==> src/rtl/interval_timer_ctrl_if.sv <==
// Control/status bundle between register-level logic and interval_timer_ctrl.
// TIMER_STICKY_IRQ_EN adds the irq_clr/irq pair.
interface interval_timer_ctrl_if #(
  parameter int CNT_W = 16,
  parameter int PRE_W = 8
);
  logic             start;
  logic             stop;
  logic             mode;
  logic [CNT_W-1:0] period;
  logic [PRE_W-1:0] prescale;
  logic             busy;
  logic             tick;
  logic [CNT_W-1:0] count;
  logic             tc;
  logic             done;
`ifdef TIMER_STICKY_IRQ_EN
  logic             irq_clr;
  logic             irq;
`endif

  modport master (
    output start, stop, mode, period, prescale,
`ifdef TIMER_STICKY_IRQ_EN
    output irq_clr, input irq,
`endif
    input  busy, tick, count, tc, done
  );

  modport slave (
    input  start, stop, mode, period, prescale,
`ifdef TIMER_STICKY_IRQ_EN
    input  irq_clr, output irq,
`endif
    output busy, tick, count, tc, done
  );
endinterface

==> src/rtl/interval_timer_ctrl.sv <==
// Programmable interval timer: prescaled up-counter, one-shot or periodic, latched config.
// Optional sticky interrupt under TIMER_STICKY_IRQ_EN.
module interval_timer_ctrl #(
  parameter int CNT_W = 16,
  parameter int PRE_W = 8
) (
  input  logic                  clk,
  input  logic                  rst,
  interval_timer_ctrl_if.slave  bus
);

  typedef enum logic {IDLE = 1'b0, RUN = 1'b1} state_e;

  state_e           state_q, state_d;
  logic [CNT_W-1:0] count_q, count_d;
  logic [PRE_W-1:0] pre_q, pre_d;
  logic             mode_s_q, mode_s_d;
  logic [CNT_W-1:0] period_s_q, period_s_d;
  logic [PRE_W-1:0] prescale_s_q, prescale_s_d;
  logic             tc_q, tc_d;
  logic             done_q, done_d;
  logic             tick;
  logic             last;

  assign tick = (state_q == RUN) && (pre_q == prescale_s_q);
  assign last = (count_q == period_s_q - CNT_W'(1));

  always_comb begin
    state_d      = state_q;
    count_d      = count_q;
    pre_d        = pre_q;
    mode_s_d     = mode_s_q;
    period_s_d   = period_s_q;
    prescale_s_d = prescale_s_q;
    tc_d         = 1'b0;
    done_d       = 1'b0;
    case (state_q)
      IDLE: begin
        count_d = '0;
        pre_d   = '0;
        if (bus.start && !bus.stop && (bus.period != '0)) begin
          mode_s_d     = bus.mode;
          period_s_d   = bus.period;
          prescale_s_d = bus.prescale;
          state_d      = RUN;
        end
      end
      RUN: begin
        // stop outranks a coincident terminal tick: no pulses on abort
        if (bus.stop) begin
          state_d = IDLE;
          count_d = '0;
          pre_d   = '0;
        end else if (tick) begin
          pre_d = '0;
          if (last) begin
            count_d = '0;
            tc_d    = 1'b1;
            if (!mode_s_q) begin
              state_d = IDLE;
              done_d  = 1'b1;
            end
          end else begin
            count_d = count_q + CNT_W'(1);
          end
        end else begin
          pre_d = pre_q + PRE_W'(1);
        end
      end
      default: state_d = IDLE;
    endcase
  end

  always_ff @(posedge clk or negedge rst) begin
    if (!rst) begin
      state_q      <= IDLE;
      count_q      <= '0;
      pre_q        <= '0;
      mode_s_q     <= 1'b0;
      period_s_q   <= '0;
      prescale_s_q <= '0;
      tc_q         <= 1'b0;
      done_q       <= 1'b0;
    end else begin
      state_q      <= state_d;
      count_q      <= count_d;
      pre_q        <= pre_d;
      mode_s_q     <= mode_s_d;
      period_s_q   <= period_s_d;
      prescale_s_q <= prescale_s_d;
      tc_q         <= tc_d;
      done_q       <= done_d;
    end
  end

  assign bus.busy  = (state_q == RUN);
  assign bus.tick  = tick;
  assign bus.count = count_q;
  assign bus.tc    = tc_q;
  assign bus.done  = done_q;

`ifdef TIMER_STICKY_IRQ_EN
  logic irq_q, irq_d;

  // Set wins over clear whether the clear lands on the edge raising tc or while tc is visible
  always_comb irq_d = tc_d | tc_q | (irq_q & ~bus.irq_clr);

  always_ff @(posedge clk or negedge rst) begin
    if (!rst) irq_q <= 1'b0;
    else      irq_q <= irq_d;
  end

  assign bus.irq = irq_q;
`endif

endmodule

==> src/flat_wrapper.sv <==
// flat-port wrapper written by rule: the top's interface ports become plain ports
module interval_timer_ctrl_flat 
#(
  parameter int CNT_W = 16,
  parameter int PRE_W = 8
)
  (clk, rst, bus_start, bus_stop, bus_mode, bus_period, bus_prescale, bus_busy, bus_tick, bus_count, bus_tc, bus_done);
  interval_timer_ctrl_if #(.CNT_W(CNT_W), .PRE_W(PRE_W)) bus_i ();
  input  logic clk;
  input  logic rst;
  input wire logic [$bits(bus_i.start)-1:0] bus_start;
  input wire logic [$bits(bus_i.stop)-1:0] bus_stop;
  input wire logic [$bits(bus_i.mode)-1:0] bus_mode;
  input wire logic [$bits(bus_i.period)-1:0] bus_period;
  input wire logic [$bits(bus_i.prescale)-1:0] bus_prescale;
  output wire logic [$bits(bus_i.busy)-1:0] bus_busy;
  output wire logic [$bits(bus_i.tick)-1:0] bus_tick;
  output wire logic [$bits(bus_i.count)-1:0] bus_count;
  output wire logic [$bits(bus_i.tc)-1:0] bus_tc;
  output wire logic [$bits(bus_i.done)-1:0] bus_done;
  assign bus_i.start = bus_start;
  assign bus_i.stop = bus_stop;
  assign bus_i.mode = bus_mode;
  assign bus_i.period = bus_period;
  assign bus_i.prescale = bus_prescale;
  assign bus_busy = bus_i.busy;
  assign bus_tick = bus_i.tick;
  assign bus_count = bus_i.count;
  assign bus_tc = bus_i.tc;
  assign bus_done = bus_i.done;
  interval_timer_ctrl #(.CNT_W(CNT_W), .PRE_W(PRE_W)) u_core (.clk(clk), .rst(rst), .bus(bus_i));
endmodule
==> config.mk <==
export PLATFORM = sky130hd
export DESIGN_NAME = interval_timer_ctrl_flat
export DESIGN_NICKNAME = d
export VERILOG_FILES = /design/src/rtl/interval_timer_ctrl_if.sv /design/src/rtl/interval_timer_ctrl.sv /design/src/flat_wrapper.sv
export SDC_FILE = /design/constraint.sdc
export NUM_CORES = 1
export LEC_CHECK = 0
export CAP_MARGIN = 40
export CORE_ASPECT_RATIO = 1.75
export CORE_MARGIN = 2
export CORE_UTILIZATION = 35
export CTS_CLUSTER_DIAMETER = 120
export DETAILED_ROUTE_END_ITERATION = 10
export SLEW_MARGIN = 25
export SYNTH_ARGS = -nofsm -noshare
export SYNTH_HDL_FRONTEND = slang
export SYNTH_SLANG_ARGS = --single-unit
export TNS_END_PERCENT = 100
==> constraint.sdc <==
create_clock -name clk -period 7.5 [get_ports clk]
set_input_delay 2.25 -clock clk [delete_from_list [all_inputs] [get_ports clk]]
set_output_delay 2.25 -clock clk [all_outputs]
set_load 0.005 [all_outputs]
After elaboration in Yosys (flattened, before gate mapping)
Index checks and enable logic that the tools add are counted.
{"block": "totals", "regBits": 52, "output_inout_bits": 20}
{"block": "classes", "addsub": 3, "n_eq_ne": 3, "muxes": 22, "n_bitwise": 1, "n_reduce_logical": 6}
{"operator": "$mux W16", "count": 3}
{"operator": "$pmux W16 S2", "count": 1}
{"operator": "$add A16 B1 Y16 const B", "count": 1}
{"operator": "$eq A16 B16 Y1", "count": 1}
{"operator": "$mux W8", "count": 2}
{"operator": "$pmux W8 S2", "count": 1}
{"operator": "$reduce_bool A16 Y1", "count": 1}
{"operator": "$sub A16 B1 Y16 const B", "count": 1}
{"operator": "$mux W1", "count": 14}
{"operator": "$add A8 B1 Y8 const B", "count": 1}
{"operator": "$eq A8 B8 Y1", "count": 1}
{"operator": "$logic_and A1 B1 Y1", "count": 3}
{"operator": "$ne A3 B3 Y1 const B", "count": 1}
{"operator": "$pmux W1 S2", "count": 1}
{"operator": "$reduce_and A2 Y1", "count": 1}
{"operator": "$logic_not A1 Y1", "count": 1}
{"operator": "$not A1 Y1", "count": 1}

Longest topological paths before layout
{"block": "logic_depth", "ltp_word": 6, "mapped_depth": 11, "depth_no_buf": 10}

Worst setup path before layout
No wires, ideal clock.
{"block": "synth_timing", "path_type": "input to register", "from": "input port bus_period[2]", "to": "register u_core.mode_s_q", "arrival_time_ps": 3587, "required_ps": 7375, "slack_ps": 3788, "stages": 5, "path_buffers": 1, "path_cell_list": "nor4_1 -> nand4_1 -> nand3_1 -> clkbuf_1 -> mux2_2"}
{"block": "synth_between", "elab_chain_len": 3}
{"element": "start: declaration", "line": "flat_wrapper.sv:14", "rtl": "input wire logic [$bits(bus_i.period)-1:0] bus_period;"}
{"element": "$reduce_bool A16 Y1", "line": "interval_timer_ctrl.sv:41", "rtl": "if (bus.start && !bus.stop && (bus.period != '0)) begin"}
{"element": "$logic_and A1 B1 Y1", "line": "interval_timer_ctrl.sv:41"}
{"element": "$reduce_and A2 Y1 (no source line)"}
{"element": "end signal: assignment", "line": "interval_timer_ctrl.sv:88", "rtl": "mode_s_q <= mode_s_d;"}
{"element": "end: declaration", "line": "interval_timer_ctrl.sv:17", "rtl": "logic mode_s_q, mode_s_d;"}
Every way passes these cells.
A chain may end at the register's enable or synchronous reset.

Final worst setup path
{"block": "layout_timing", "from": "register u_core.pre_q[1]", "to": "output port bus_tick"}
{"block": "layout_between", "elab_chain_len": 2}
{"element": "start: declaration", "line": "interval_timer_ctrl.sv:16", "rtl": "logic [PRE_W-1:0] pre_q, pre_d;"}
{"element": "start signal: assignment", "line": "interval_timer_ctrl.sv:87", "rtl": "pre_q <= pre_d;"}
{"element": "$eq A8 B8 Y1", "line": "interval_timer_ctrl.sv:25", "rtl": "assign tick = (state_q == RUN) && (pre_q == prescale_s_q);"}
{"element": "$logic_and A1 B1 Y1", "line": "interval_timer_ctrl.sv:25"}
{"element": "end: declaration", "line": "flat_wrapper.sv:17", "rtl": "output wire logic [$bits(bus_i.tick)-1:0] bus_tick;"}
Every way passes these cells.

==> impl_metrics.yaml <==
critical_path:
  worst-r2r-setup-slack_ns: 4.15
  max_stage_delay_ns: 0.53
  crit-reg2reg-launch: "u_core.period_s_q[3]$_DFFE_PN0P_"
  required_ns: 5.25
  crit_chain: "xor2_1 -> nor4_1 -> nand4_1 -> inv_1 -> clkdlybuf4s50_1"
  worstPathArrival_ns: 2.55
  r2r_cells: 8
  worstSetupPathType: "reg2out"
  cp_max_fo: 10
  end_kind: "output pin"
  cp_slowest_cell: "clkdlybuf4s50_1"
  crit_buf_inv: 2
  crit_family: "simple AND/OR/NAND/NOR gates"
  critPathLaunchType: "register"
  r2r_end: "u_core.bus.count[5]$_DFFE_PN0P_"
layout:
  finalInstanceArea_um2: 3850
  final_cells: 496
  multi_input_area_um2: 1730
  postLayoutCoreUtil_pct: 44.2
  final_nets: 410
  regArea_um2: 1300
  syn_to_final_growth_pct: 22.3
  final_layout_size_suffix_gt1_share_pct: 15.6
  fillerInstances: 860
  diodes: 0
placed_design:
  io_buffers: 48
  place_congestion: 0.880
  dpl_cell_area_um2: 3700
  dp_hpwl_mm: 5.77
  placedCellCount: 488
sta:
  worst_pin_slew_ns: 0.663
  hold_violations: 0
  setup_viol: 0
  slew_viol_final: 0
  period_minus_slack_ns: 4.80
  fmax_mhz: 208
  clock_skew_ns: 0.00903
  setup_tns_ns: 0
  rsz0062_at_grt: "no"
  fin_crit_sh_pct: 64.1
  relSlewSlack_pct: 55.8
clock_tree:
  htree_levels: 2
  cts_hold_buf: 0
  clk_pin_slew_ns: 0.07
  cts_tree: "yes"
  cts_resized: 0
  ctsLongestPathBuffers: 2
  cts-buffers-inserted: 5
  clock_sinks: 52
  clock_latency_ns: 0.30
  cts_root_buffer: "clkbuf_16"
  post_cts_buffers: 0
routing:
  num_vias: 2582
  vias_per_cell: 5.21
  totalWireLength_mm: 7.50
  firstDrtPassIters: 4
  drc: 0
  drt-initial-drc-count: 82
  wl_per_cell_um: 15.1
  detail-route-antenna-nets: 0
logic_synthesis:
  syn_inst: 336
  ys_ff_latch: 52
  async_flop_share_pct: 100
  syn_area_um2: 3150
  syn_area_per_cell_um2: 9.38
  synth-edff-count: 0
  ys.flop_type: "dfrtp_1"
  synth_fp_nets: 368
  synthTopCellsByArea: "dfrtp_1 41%, mux2_2 8.9%, xor2_1 5.6%, nand2_1 5.5%, nor2_1 4.2%"
  yosysMostFrequentCell: "dfrtp_1"
  synth_common_cells: "52 x dfrtp_1, 46 x nand2_1, 35 x nor2_1, 25 x mux2_2, 20 x xor2_1"
  yosysTopAreaCellShare_pct: 41.3
  synth_area_leader_cell: "dfrtp_1"
  ys_seq_area_share_pct: 41.3
  synth_cell_types: 47
  yosysWarnings: 0
flow_run:
  cap_viol_max_count: 0
floorplan:
  coreArea_um2: 8730
  dieArea_um2: 9810
  pin_count: 49
  rows: 45
  die_w_um: 75.7
  start_util_pct: 36.1
  die_h_um: 130
power_and_ir_drop:
  swShare_pct: 29.9
  pwr-share-comb_pct: 20.2
  p_per_area_nw_per_um2: 191
  ir_worst_vdd_mv: 0.136
  seq_power_share_pct: 47.5
  power_switching_uw: 220
  leakage_nw: 1.64
  finalPower_uw: 735
  power_frac_clock_pct: 32.3
  p_int_uw: 516
global_route:
  track_usage_pct: 16.9
  overflow: 0
  antenna_found_initial: 0
  grt_pass1_wl_mm: 12.5
  grt_pass1_vias: 2577
  grt_max_degree: 53
worst_hold_path:
  hold_path.class: "reg2reg"
  min_to: "u_core.bus.done$_DFF_PN0_"
  hp-start: "u_core.mode_s_q$_DFFE_PN0P_"
  hold_depth: 1
outcome:
  status: "finished, final reports clean"
logic make-up after synthesis:
group / share of synthesized area [%]
AND/OR/NAND/NOR: 24.3
flip-flops: 41.3
XOR/XNOR: 8.62
AO/OA/AOI/OAI: 11.0
multiplexers: 9.89
adder cells (fa/ha/maj): 1.19
buffers and inverters: 3.65
area by class of cell:
type,count,share of cell area (%)
flip-flops and latches,52,33.8
multi-input cells,262,45.0
repair buffers,51,12.9
inverters,6,0.584
clock buffers,5,3.25
well taps,117,3.80
clock inverters,3,0.682
sequential cells by signal (all words and copies together) (netlist names):
signal and count:
u_core.bus.done 1, u_core.prescale_s_q 8, u_core.bus.tc 1, u_core.bus.busy 1, u_core.pre_q 8, u_core.period_s_q 16, u_core.mode_s_q 1, u_core.bus.count 16
worst reg2reg max path: stages (launching register included):
cell     delay, ns
dfrtp_1       0.49
or4_1         0.71
or4_4         0.56
o21a_1        0.13
nor3_1        0.41
nor4_2        0.13
a21o_4        0.32
nor2_4        0.32
a31o_2        0.21
how the worst max path moves through the flow:
stage,start,endpoint,slack (ns),cells past startpoint
finish,u_core.pre_q[1]$_DFF_PN0_,bus_tick,2.70,5
global route,u_core.pre_q[3]$_DFF_PN0_,bus_tick,2.58,5
CTS,u_core.pre_q[1]$_DFF_PN0_,bus_tick,2.70,5
detailed placement,bus_period[1],u_core.period_s_q[0]$_DFFE_PN0P_,2.77,6
global placement,bus_period[1],u_core.period_s_q[9]$_DFFE_PN0P_,2.81,6
floorplan,bus_period[2],u_core.mode_s_q$_DFFE_PN0P_,3.79,5
routing by layer:
layer	vias up	global-route usage, %	part of all wire, %
li1	1259	-	-
met1	1247	18.9	38
met2	58	30.3	56
met3	18	2.49	3.1
met4	0	7.84	3.4
met5	-	0	0
cell usage in the layout, fill, tap and decap left out, drive strengths merged, types with 7 or more instances in the layout:
cell and n:
a21o 13, clkdlybuf4s50 47, dfrtp 52, inv 7, mux2 25, nand2 46, nand3 17, nor2 36
nor3 9, nor4 10, o21ai 13, xnor2 11, xor2 20
power by group through the flow:
stage                     registers (mW)  logic, mW  clock network, mW
after floorplan                    0.339      0.117                  0
after global placement             0.353      0.146                  0
after detailed placement           0.355      0.150                  0
after CTS                          0.349      0.151              0.244
after global routing               0.356      0.166              0.256
final                              0.350      0.149              0.237
metrics by stage:
| stage | worst slack [ns] | hold WS (ns) |
|---|---|---|
| final | 2.70 | 0.477 |
| after global routing | 2.58 | 0.491 |
| after CTS | 2.70 | 0.478 |
| after detailed placement | 2.77 | 0.469 |
| after global placement | 2.81 | 0.469 |
| after floorplan | 3.79 | 0.426 |
(Power assumes the default switching activity.)
